`src/rtl/seg_display_arbiter_pkg.sv`:
```
// Shared types and widths for the seven-segment display arbiter.
package seg_display_arbiter_pkg;

    localparam int unsigned DWELL_W = 24;
    localparam int unsigned DIGIT_W = 5;
    localparam int unsigned NAME_W  = 3;

    typedef enum logic [1:0] {
        ST_IDLE = 2'd0,
        ST_SHOW = 2'd1,
        ST_GAP  = 2'd2
    } arb_state_t;

endpackage

```
`src/rtl/seg_display_arbiter_rr_pick.sv`:
```
// Combinational round-robin picker: the first set request at or after ptr
// (wrapping modulo NUM_REQ) wins; returns it one-hot and as an index.
module seg_display_arbiter_rr_pick #(
    parameter int unsigned NUM_REQ = 4,
    parameter int unsigned PTR_W   = $clog2(NUM_REQ)
) (
    input  logic [NUM_REQ-1:0] req,
    input  logic [PTR_W-1:0]   ptr,
    output logic [NUM_REQ-1:0] pick,
    output logic [PTR_W-1:0]   pick_idx,
    output logic               pick_valid
);

    int unsigned cand;

    // Scan requesters in priority order starting at the pointer.
    always_comb begin
        pick       = '0;
        pick_idx   = '0;
        pick_valid = 1'b0;
        cand       = 0;
        for (int unsigned off = 0; off < NUM_REQ; off++) begin
            cand = (32'(ptr) + off) % NUM_REQ;
            if (!pick_valid && req[cand]) begin
                pick_valid = 1'b1;
                pick_idx   = PTR_W'(cand);
                pick[cand] = 1'b1;
            end
        end
    end

endmodule

```
`src/rtl/seg_display_arbiter.sv`:
```
// Time-shares the seven-segment digit path between NUM_REQ requesters.
// Grants round-robin, shows the owner's name word digit by digit at the
// latched dwell rate, pulses done, then blanks for GAP_CYCLES.
// Optional build macro SEG_ARB_PRIORITY_EN: requester 0 always wins in IDLE
// and the round-robin pointer only moves on grants to other requesters.
module seg_display_arbiter
    import seg_display_arbiter_pkg::*;
#(
    parameter int unsigned         NUM_REQ       = 4,
    parameter logic [DWELL_W-1:0]  DWELL_DEFAULT = 24'd10_000_000,
    parameter logic [DWELL_W-1:0]  GAP_CYCLES    = 24'd1_000_000
) (
    input  logic                      clk,
    input  logic                      reset,
    input  logic [NUM_REQ-1:0]        req,
    input  logic [NAME_W*NUM_REQ-1:0] req_name,
    input  logic [DWELL_W-1:0]        dwell,
    input  logic [DIGIT_W-1:0]        digit_limit,
    output logic [NUM_REQ-1:0]        grant,
    output logic [NUM_REQ-1:0]        done,
    output logic [NAME_W-1:0]         name,
    output logic [DIGIT_W-1:0]        digit,
    output logic                      blank,
    output logic                      busy
);

    localparam int unsigned PTR_W = $clog2(NUM_REQ);

    arb_state_t         state, state_n;
    logic [NUM_REQ-1:0] grant_n, done_n;
    logic [NAME_W-1:0]  name_n;
    logic [DIGIT_W-1:0] digit_n;
    logic [DWELL_W-1:0] cnt, cnt_n;
    logic [DWELL_W-1:0] dwell_q, dwell_n;
    logic [PTR_W-1:0]   ptr, ptr_n;

    logic [NUM_REQ-1:0] pick;
    logic [PTR_W-1:0]   pick_idx;
    logic               pick_valid;

    logic [NUM_REQ-1:0] win_onehot;
    logic [PTR_W-1:0]   win_idx;
    logic               win_valid;
    logic               ptr_adv;

    seg_display_arbiter_rr_pick #(
        .NUM_REQ (NUM_REQ),
        .PTR_W   (PTR_W)
    ) u_rr_pick (
        .req        (req),
        .ptr        (ptr),
        .pick       (pick),
        .pick_idx   (pick_idx),
        .pick_valid (pick_valid)
    );

    assign blank = (state != ST_SHOW);
    assign busy  = (state != ST_IDLE);

    // Next-state, counter and latch logic for IDLE/SHOW/GAP.
    always_comb begin
        state_n    = state;
        grant_n    = grant;
        done_n     = '0;
        name_n     = name;
        digit_n    = digit;
        cnt_n      = cnt;
        dwell_n    = dwell_q;
        ptr_n      = ptr;
        win_onehot = pick;
        win_idx    = pick_idx;
        win_valid  = pick_valid;
        ptr_adv    = 1'b1;
`ifdef SEG_ARB_PRIORITY_EN
        if (req[0]) begin
            win_onehot = NUM_REQ'(1);
            win_idx    = '0;
            win_valid  = 1'b1;
            ptr_adv    = 1'b0;
        end
`endif
        case (state)
            ST_IDLE: begin
                if (win_valid) begin
                    grant_n = win_onehot;
                    name_n  = req_name[win_idx*NAME_W +: NAME_W];
                    digit_n = '0;
                    cnt_n   = '0;
                    dwell_n = (dwell == '0) ? DWELL_DEFAULT : dwell;
                    state_n = ST_SHOW;
                    if (ptr_adv)
                        ptr_n = (win_idx == PTR_W'(NUM_REQ - 1)) ? '0 : win_idx + 1'b1;
                end
            end
            ST_SHOW: begin
                // Abort is checked first so it wins over a coincident completion.
                if ((req & grant) == '0) begin
                    grant_n = '0;
                    cnt_n   = '0;
                    state_n = ST_GAP;
                end else if (cnt == dwell_q - DWELL_W'(1)) begin
                    cnt_n = '0;
                    if (digit == digit_limit) begin
                        done_n  = grant;
                        grant_n = '0;
                        state_n = ST_GAP;
                    end else begin
                        digit_n = digit + 1'b1;
                    end
                end else begin
                    cnt_n = cnt + 1'b1;
                end
            end
            ST_GAP: begin
                if (cnt == GAP_CYCLES - DWELL_W'(1)) begin
                    cnt_n   = '0;
                    state_n = ST_IDLE;
                end else begin
                    cnt_n = cnt + 1'b1;
                end
            end
            default: begin
                grant_n = '0;
                cnt_n   = '0;
                state_n = ST_IDLE;
            end
        endcase
    end

    // State and output registers with synchronous reset.
    always_ff @(posedge clk) begin
        if (reset) begin
            state   <= ST_IDLE;
            grant   <= '0;
            done    <= '0;
            name    <= '0;
            digit   <= '0;
            cnt     <= '0;
            dwell_q <= '0;
            ptr     <= '0;
        end else begin
            state   <= state_n;
            grant   <= grant_n;
            done    <= done_n;
            name    <= name_n;
            digit   <= digit_n;
            cnt     <= cnt_n;
            dwell_q <= dwell_n;
            ptr     <= ptr_n;
        end
    end

endmodule

```
`config.mk`:
```
export PLATFORM = sky130hd
export DESIGN_NAME = seg_display_arbiter
export DESIGN_NICKNAME = d
export VERILOG_FILES = /design/src/rtl/seg_display_arbiter_pkg.sv /design/src/rtl/seg_display_arbiter_rr_pick.sv /design/src/rtl/seg_display_arbiter.sv
export SDC_FILE = /design/constraint.sdc
export NUM_CORES = 1
export LEC_CHECK = 0
export CAP_MARGIN = 25
export CELL_PAD_IN_SITES_DETAIL_PLACEMENT = 1
export CELL_PAD_IN_SITES_GLOBAL_PLACEMENT = 1
export CORE_AREA = 2 2 125 97
export DETAILED_ROUTE_END_ITERATION = 12
export DIE_AREA = 0 0 127 99
export PLACE_DENSITY = 0.89
export SLEW_MARGIN = 20
export SYNTH_ARGS = -nofsm -noshare
export SYNTH_HDL_FRONTEND = slang
export SYNTH_SLANG_ARGS = --single-unit
export TNS_END_PERCENT = 50
```
`constraint.sdc`:
```
create_clock -name clk -period 5.4 [get_ports clk]
set_input_delay 0.81 -clock clk [delete_from_list [all_inputs] [get_ports clk]]
set_output_delay 0.81 -clock clk [all_outputs]
set_load 0.02 [all_outputs]
```
==> metrics.md, run 1 <==
| Metric | Value |
|---|---|
| Status | completed |
| CTS tree | built |
| Register cell area after layout | 0.00136 sq mm |
| WS Path Type | flop to flop |
| Antenna-violating nets left | 0 |
| Core ar. | 0.0113 sq mm |
| First-pass DRT Iterations | 5 |
| Post-route cell area | 0.00598 sq mm |
| Fin. Hold Viols | 0 |
| Routed WL per cell | 21.2 um |
| Cell chain of the critical path | nor4_1 > nand3_1 > or4b_1 > and4_1 > nor4_2 > nand3_2 > a32oi_1 > buf_4 > o41ai_1 |
| Setup bufs post-CTS | 0 |
| Total number of vias | 5322 |
| # DRC | 0 |
| Int Power | 1.47 mW |
| Initial antenna violation count | 0 |
| Synth Area per Inst | 7.78 sq um |
| Antenna cells | 0 |
| Total congestion overflow | 0 |
| Num CTS Buffers | 9 |
| Leak | 2.04 nW |
| First-pass GRT wire length | 28.7 mm |
| Clk buf depth | 2 |
| Cell count after placement | 813 |
| Slew @ Worst Pin | 1020 ps |
| Final GP Congestion | 0.975 |
| Multi-input gate area | 0.00339 sq mm |
| Maxcap violations | 0 |
| Delay-heaviest family, CP | simple AND/OR/NAND/NOR gates |
| # nets final | 742 |
| Final setup viols | 0 |
| CP Buf/Inv Count | 1 |
| Commonest non-fill, non-tap cell in the layout | nand2_1 |
| DR iter-0 viols | 436 |
| Initial Util | 44.1% |
| Fmax | 230 MHz |
| Final period util | 80.5% |
| Yosys reg bits | 68 |
| Die area | 0.0126 sq mm |
| I/O pins | 65 |
| Final setup skew | 5.31 ps |
| Clock share of power | 20.7% |
| Pre-CTS setup slack | 1200 ps |
| Cts hold-fix bufs | 0 |
| CP Capture Type | flop |
| Synth Flop Type | dfxtp_1 |
| Min Hold Slack | 483 ps |
| Clock transition at path regs | 60 ps |
| Vias/cell | 6.42 |
| Area grow syn2layout | 19.8% |
| Sw frac | 45.7% |
| CP arrival | 4550 ps |
| Layout Cells excl Fill | 829 |
| I/O Buffers | 64 |
| FILL cells | 1385 |
| H-tree depth | 3 |
| Critical Path Max Stage Delay | 740 ps |
| Setup TNS | 0 ps |
| Die Ht | 99 um |
| Final core area utilization | 52.9% |
| Hpwl dp | 12.5 mm |
| Pwr dens | 453 mW/mm^2 |
| Clock sink count | 68 |
| RSZ-0062 raised after global routing | false |
| Largest net degree at the start of global routing | 54 |
| Post-Syn Instances | 642 |
| Vias in the first global route | 5451 |
| Tot Pwr | 2.71 mW |
| Root Driver | clkbuf_16 |
| Worst-Skew Late Latency | 350 ps |
| Synth Cell Area | 0.00499 sq mm |
| Number of gates resized after CTS | 0 |
| Crit path launch type | flop |
| Syn Nets | 703 |
| Slew Viols, Final | 0 |
| Placed standard-cell area | 0.00568 sq mm |
| Syn. warnings | 0 |
| Seq pwr share | 26.9% |
| Slew margin rel. | 30.1% |
| Die W | 127 um |
| Commonest cells after routing, fill and taps aside | 83 x nand2_1, 68 x dfxtp_1, 63 x clkdlybuf4s50_1, 43 x nand3_1, 32 x xnor2_1 |
| Post-synth EDFFs | 0 |
| Share of synthesized area occupied by flip-flops and latches | 27.3% |
| Critical Path Slowest Stage Cell | nor4_1 |
| VDD IR max | 227 uV |
| Min setup slack post-route | 1050 ps |
| FFs w/ async S/R, synth | 0% |
| Yosys cell types | 70 |
| Worst hold path class | flop to flop |
| Layout cells sized above 1 | 7.74% |
| Required time of the critical path | 5610 ps |
| CP max FO | 16 |
| Post-Route WL | 17.6 mm |
| Comb pwr share | 52.4% |
| Row cnt | 34 |
| Min cycle time layout | 4350 ps |
| Total track usage | 28.3% |
| Net Sw Power | 1.24 mW |
[path summary, 6_finish.rpt]
check / slack [ps] / to / start / cells after the start
hold reg to reg: 480 / name[1] / name[1] / 2
hold / removal: 480 / name[1] / name[1] / 2
setup reg to reg: 1050 / cnt[6] / dwell_q[2] / 9
setup / recovery: 1050 / cnt[6] / dwell_q[2] / 9
[flip-flops by register name, summed over array words and instances, names as in the netlist, named ones only]
signal   count
name         3
cnt         24
state        2
ptr          1
digit        5
dwell_q     24
grant        4
done         4
[per-layer routing]
layer	wire length, um	up-vias	global-route usage (%)
met2	8470	165	47.8
met1	7760	2646	37.1
met3	946	35	4.78
met4	390	0	8.37
li1	-	2476	-
met5	0	-	0
[cells in the mapped netlist, types with 6 or more instances]
cell	count	area share [%]
nand4_1	9	1.1
nor3_1	27	2.7
a22oi_1	7	1.1
xor2_1	13	2.3
nand3_1	43	4.3
o32ai_1	7	1.2
inv_1	18	1.4
ha_1	14	3.5
a31oi_1	17	2.1
nand2_1	83	6.2
clkbuf_1	38	2.9
and2_1	10	1.3
or3_1	13	1.6
and3_1	12	1.5
dfxtp_1	68	27
o221a_2	8	1.8
nand4b_1	6	1.1
nor2_1	31	2.3
mux2_2	7	1.6
mux2i_1	16	3.2
xnor2_1	32	5.6
nor4_1	20	2.5
o21ai_0	16	1.6
or4_1	10	1.5
a21oi_1	31	3.1
[worst register-to-register path: stages, from the launching register on]
cell and delay, ps:
dfxtp_1 380, nor4_1 740, nand3_1 290, or4b_1 540, and4_1 260, nor4_2 510, nand3_2 460, a32oi_1 650
buf_4 290, o41ai_1 80
[cell type report]
cell class / instances / area share, %
multi-input cells: 512 / 56.7
flip-flops and latches: 68 / 22.8
repair buffers: 71 / 11.8
clock buffers: 13 / 4.35
well taps: 144 / 3.01
inverters: 19 / 1.19
clock inverters: 2 / 0.167
[power groups by stage]
stage	Combinational, mW	Sequential (mW)	Clock, mW
after detailed placement	1.37	0.733	0
after CTS	1.39	0.725	0.565
after floorplan	1.01	0.701	0
after global routing	1.54	0.743	0.589
after global placement	1.31	0.722	0
final	1.42	0.729	0.562
[cells by family after synthesis]
logic type / Yosys count / share of synthesized area [%]
fa+ha+maj: 14 / 3.51
mux: 25 / 5.46
buf+inv: 62 / 4.84
flops: 68 / 27.3
xor+xnor: 45 / 7.89
compound gates: 138 / 20.1
simple gates: 290 / 31.0
Note: power is estimated with default switching activity, not from simulation.
==> run 2: changes to the inputs <==
CORE_AREA = 2 2 129 100   (was 2 2 125 97)
DIE_AREA = 0 0 131 102   (was 0 0 127 99)
PLACE_DENSITY = 0.85   (was 0.89)
clock period = 4.2 ns   (was 5.4 ns; I/O delays follow)
==> run 2 against run 1 <==
  * Total power increased by 35%
  * Routed wire length shrank 1.9%
  * Final cell count is 3.9% higher
  * Register-to-register slack lost 710 ps
  * Clock skew hardly changed
  * First-iteration DRC count shrank 43%
  * Clock-buffer cell count fell by 1
  * Core utilization fell by 1.9 points
==> metrics.md, run 2 (synthesis gave the netlist of run 1 again) <==
| Metric | Value |
|---|---|
| Clk buf depth | 2 (unchanged) |
| I/O pins | 65 (unchanged) |
| Final setup viols | 0 (unchanged) |
| Clock transition at path regs | 60 ps (about the same) |
| Placed standard-cell area | 0.00578 sq mm (was 0.00568 sq mm) |
| Antenna cells | 0 (unchanged) |
| Initial Util | 41.5% (was 44.1%) |
| Die area | 0.0134 sq mm (was 0.0126 sq mm) |
| I/O Buffers | 64 (unchanged) |
| Min cycle time layout | 3860 ps (was 4350 ps) |
| Total number of vias | 5270 (was 5322) |
| Hpwl dp | 12.8 mm (was 12.5 mm) |
| FF-to-FF setup slack | 340 ps (was 1050 ps) |
| DR iter-0 viols | 249 (was 436) |
| Worst hold path class | flop to flop (unchanged) |
| Die Ht | 102 um (was 99 um) |
| Register cell area after layout | 0.00136 sq mm (unchanged) |
| Commonest cells after routing, fill and taps aside | 83 x nand2_1, 68 x dfxtp_1, 63 x clkdlybuf4s50_1, 43 x nand3_1, 32 x xnor2_1 (unchanged) |
| Multi-input gate area | 0.00340 sq mm (was 0.00339 sq mm) |
| Root Driver | clkbuf_16 (unchanged) |
| Slew @ Worst Pin | 800 ps (was 1020 ps) |
| Vias in the first global route | 5484 (was 5451) |
| Layout Cells excl Fill | 861 (was 829) |
| Layout cells sized above 1 | 9.06% (was 7.74%) |
| Min-delay src | name[2] (was name[1]) |
| CTS tree | built (unchanged) |
| First-pass DRT Iterations | 5 (unchanged) |
| Fin. Hold Viols | 0 (unchanged) |
| Final setup skew | 5.75 ps (was 5.31 ps) |
| Final period util | 91.9% (was 80.5%) |
| Hold Crit Depth | 2 (unchanged) |
| Num CTS Buffers | 9 (unchanged) |
| Antenna-violating nets left | 0 (unchanged) |
| Cts hold-fix bufs | 0 (unchanged) |
| Slew margin rel. | 46.4% (was 30.1%) |
| Vias/cell | 6.12 (was 6.42) |
| Setup TNS | 0 ps (unchanged) |
| Status | completed (unchanged) |
| Number of gates resized after CTS | 0 (unchanged) |
| Post-Route WL | 17.2 mm (was 17.6 mm) |
| CP max FO | 15 (was 16) |
| Min setup slack post-route | 340 ps (was 1050 ps) |
| Pwr dens | 596 mW/mm^2 (was 453 mW/mm^2) |
| Commonest non-fill, non-tap cell in the layout | nand2_1 (unchanged) |
| VDD IR max | 321 uV (was 227 uV) |
| Clock sink count | 68 (unchanged) |
| Post-route cell area | 0.00613 sq mm (was 0.00598 sq mm) |
| CP arrival | 4120 ps (was 4550 ps) |
| Total congestion overflow | 0 (unchanged) |
| # nets final | 751 (was 742) |
| Worst-Skew Late Latency | 340 ps (was 350 ps) |
| Largest registers | cnt (24), dwell_q (24), digit (5) (unchanged) |
| Area grow syn2layout | 22.8% (was 19.8%) |
| Required time of the critical path | 4460 ps (was 5610 ps) |
| R2R depth | 10 (was 9) |
| R2r endpoint | name[1] (was cnt[6]) |
| Core ar. | 0.0120 sq mm (was 0.0113 sq mm) |
| Leak | 2.11 nW (was 2.04 nW) |
| Largest net degree at the start of global routing | 54 (unchanged) |
| Worst Hold End | name[2] (was name[1]) |
| Maxcap violations | 0 (unchanged) |
| Die W | 131 um (was 127 um) |
| Fmax | 259 MHz (was 230 MHz) |
| First-pass GRT wire length | 28.3 mm (was 28.7 mm) |
| Pre-CTS setup slack | 365 ps (was 1200 ps) |
| Crit path launch type | flop (unchanged) |
| Row cnt | 35 (was 34) |
| Final GP Congestion | 0.932 (was 0.975) |
| # DRC | 0 (unchanged) |
| Setup bufs post-CTS | 0 (unchanged) |
| FILL cells | 1431 (was 1385) |
| Total track usage | 27.1% (was 28.3%) |
| H-tree depth | 3 (unchanged) |
| CP Capture Type | flop (unchanged) |
| Routed WL per cell | 20.0 um (was 21.2 um) |
| Initial antenna violation count | 0 (unchanged) |
| WS Path Type | flop to flop (unchanged) |
| Cell count after placement | 844 (was 813) |
| Slew Viols, Final | 0 (unchanged) |
| RSZ-0062 raised after global routing | false (unchanged) |
[run 2: changes by cell type in the layout (fill, tap and decap cells not counted)]
cell        previous run  this run
buf_4                  6        15
bufinv_16              0         2
a211oi_2               1         0
a211oi_4               0         1
clkbuf_8               2         1
clkinv_2               2         1
clkinvlp_4             0         1
[run 2: worst max path at each step]
stage               endpoint       start
global placement     cnt[19]  dwell_q[0]
finish               name[1]        flop
detailed placement   cnt[12]  dwell_q[0]
global route          cnt[3]  dwell_q[0]
floorplan            name[1]        flop
CTS                  cnt[14]  dwell_q[0]
[run 2: power breakdown]
group,switching (mW),internal (mW),total [mW]
Combinational,1.13,0.752,1.88
Sequential,0.175,0.760,0.934
Clock,0.306,0.536,0.842
Total,1.61,2.05,3.66
[run 2: cell type report]
cell class | count | share of cell area, %
timing repair buffer | 80 | 12.7
multi-input combinational | 512 | 55.4
sequential | 68 | 22.2
tap | 166 | 3.39
clock buffer | 12 | 4.02
clock inverter | 4 | 1.18
inverter | 19 | 1.16
[run 2: metal layers]
| metal | routed length (um) | GRT usage, % | vias up |
|---|---|---|---|
| met5 | 0 | 0 | - |
| met4 | 252 | 7.45 | 0 |
| met3 | 673 | 5.13 | 26 |
| met2 | 8400 | 47.9 | 119 |
| met1 | 7910 | 34.0 | 2629 |
| li1 | - | - | 2496 |
[run 2: stage by stage]
step / utilization, % / power [mW] / hold slack [ps]
floorplan: - / 2.20 / 455
detailed placement: 48.0 / 2.78 / 482
finish: 50.9 / 3.66 / 492
CTS: 50.6 / 3.64 / 489
global route: 50.9 / 3.87 / 523
global placement: 48.0 / 2.67 / 470
[run 2: worst max-delay path, cell delays in order, from the launching register on]
cell     delay (ps)
dfxtp_1         730
inv_1           300
ha_1            490
or3b_2          490
a21oi_1         170
mux2i_1         100
o21ai_0         570
o31ai_2         300
mux2i_1         180
mux2_2          290
o21ai_0         160
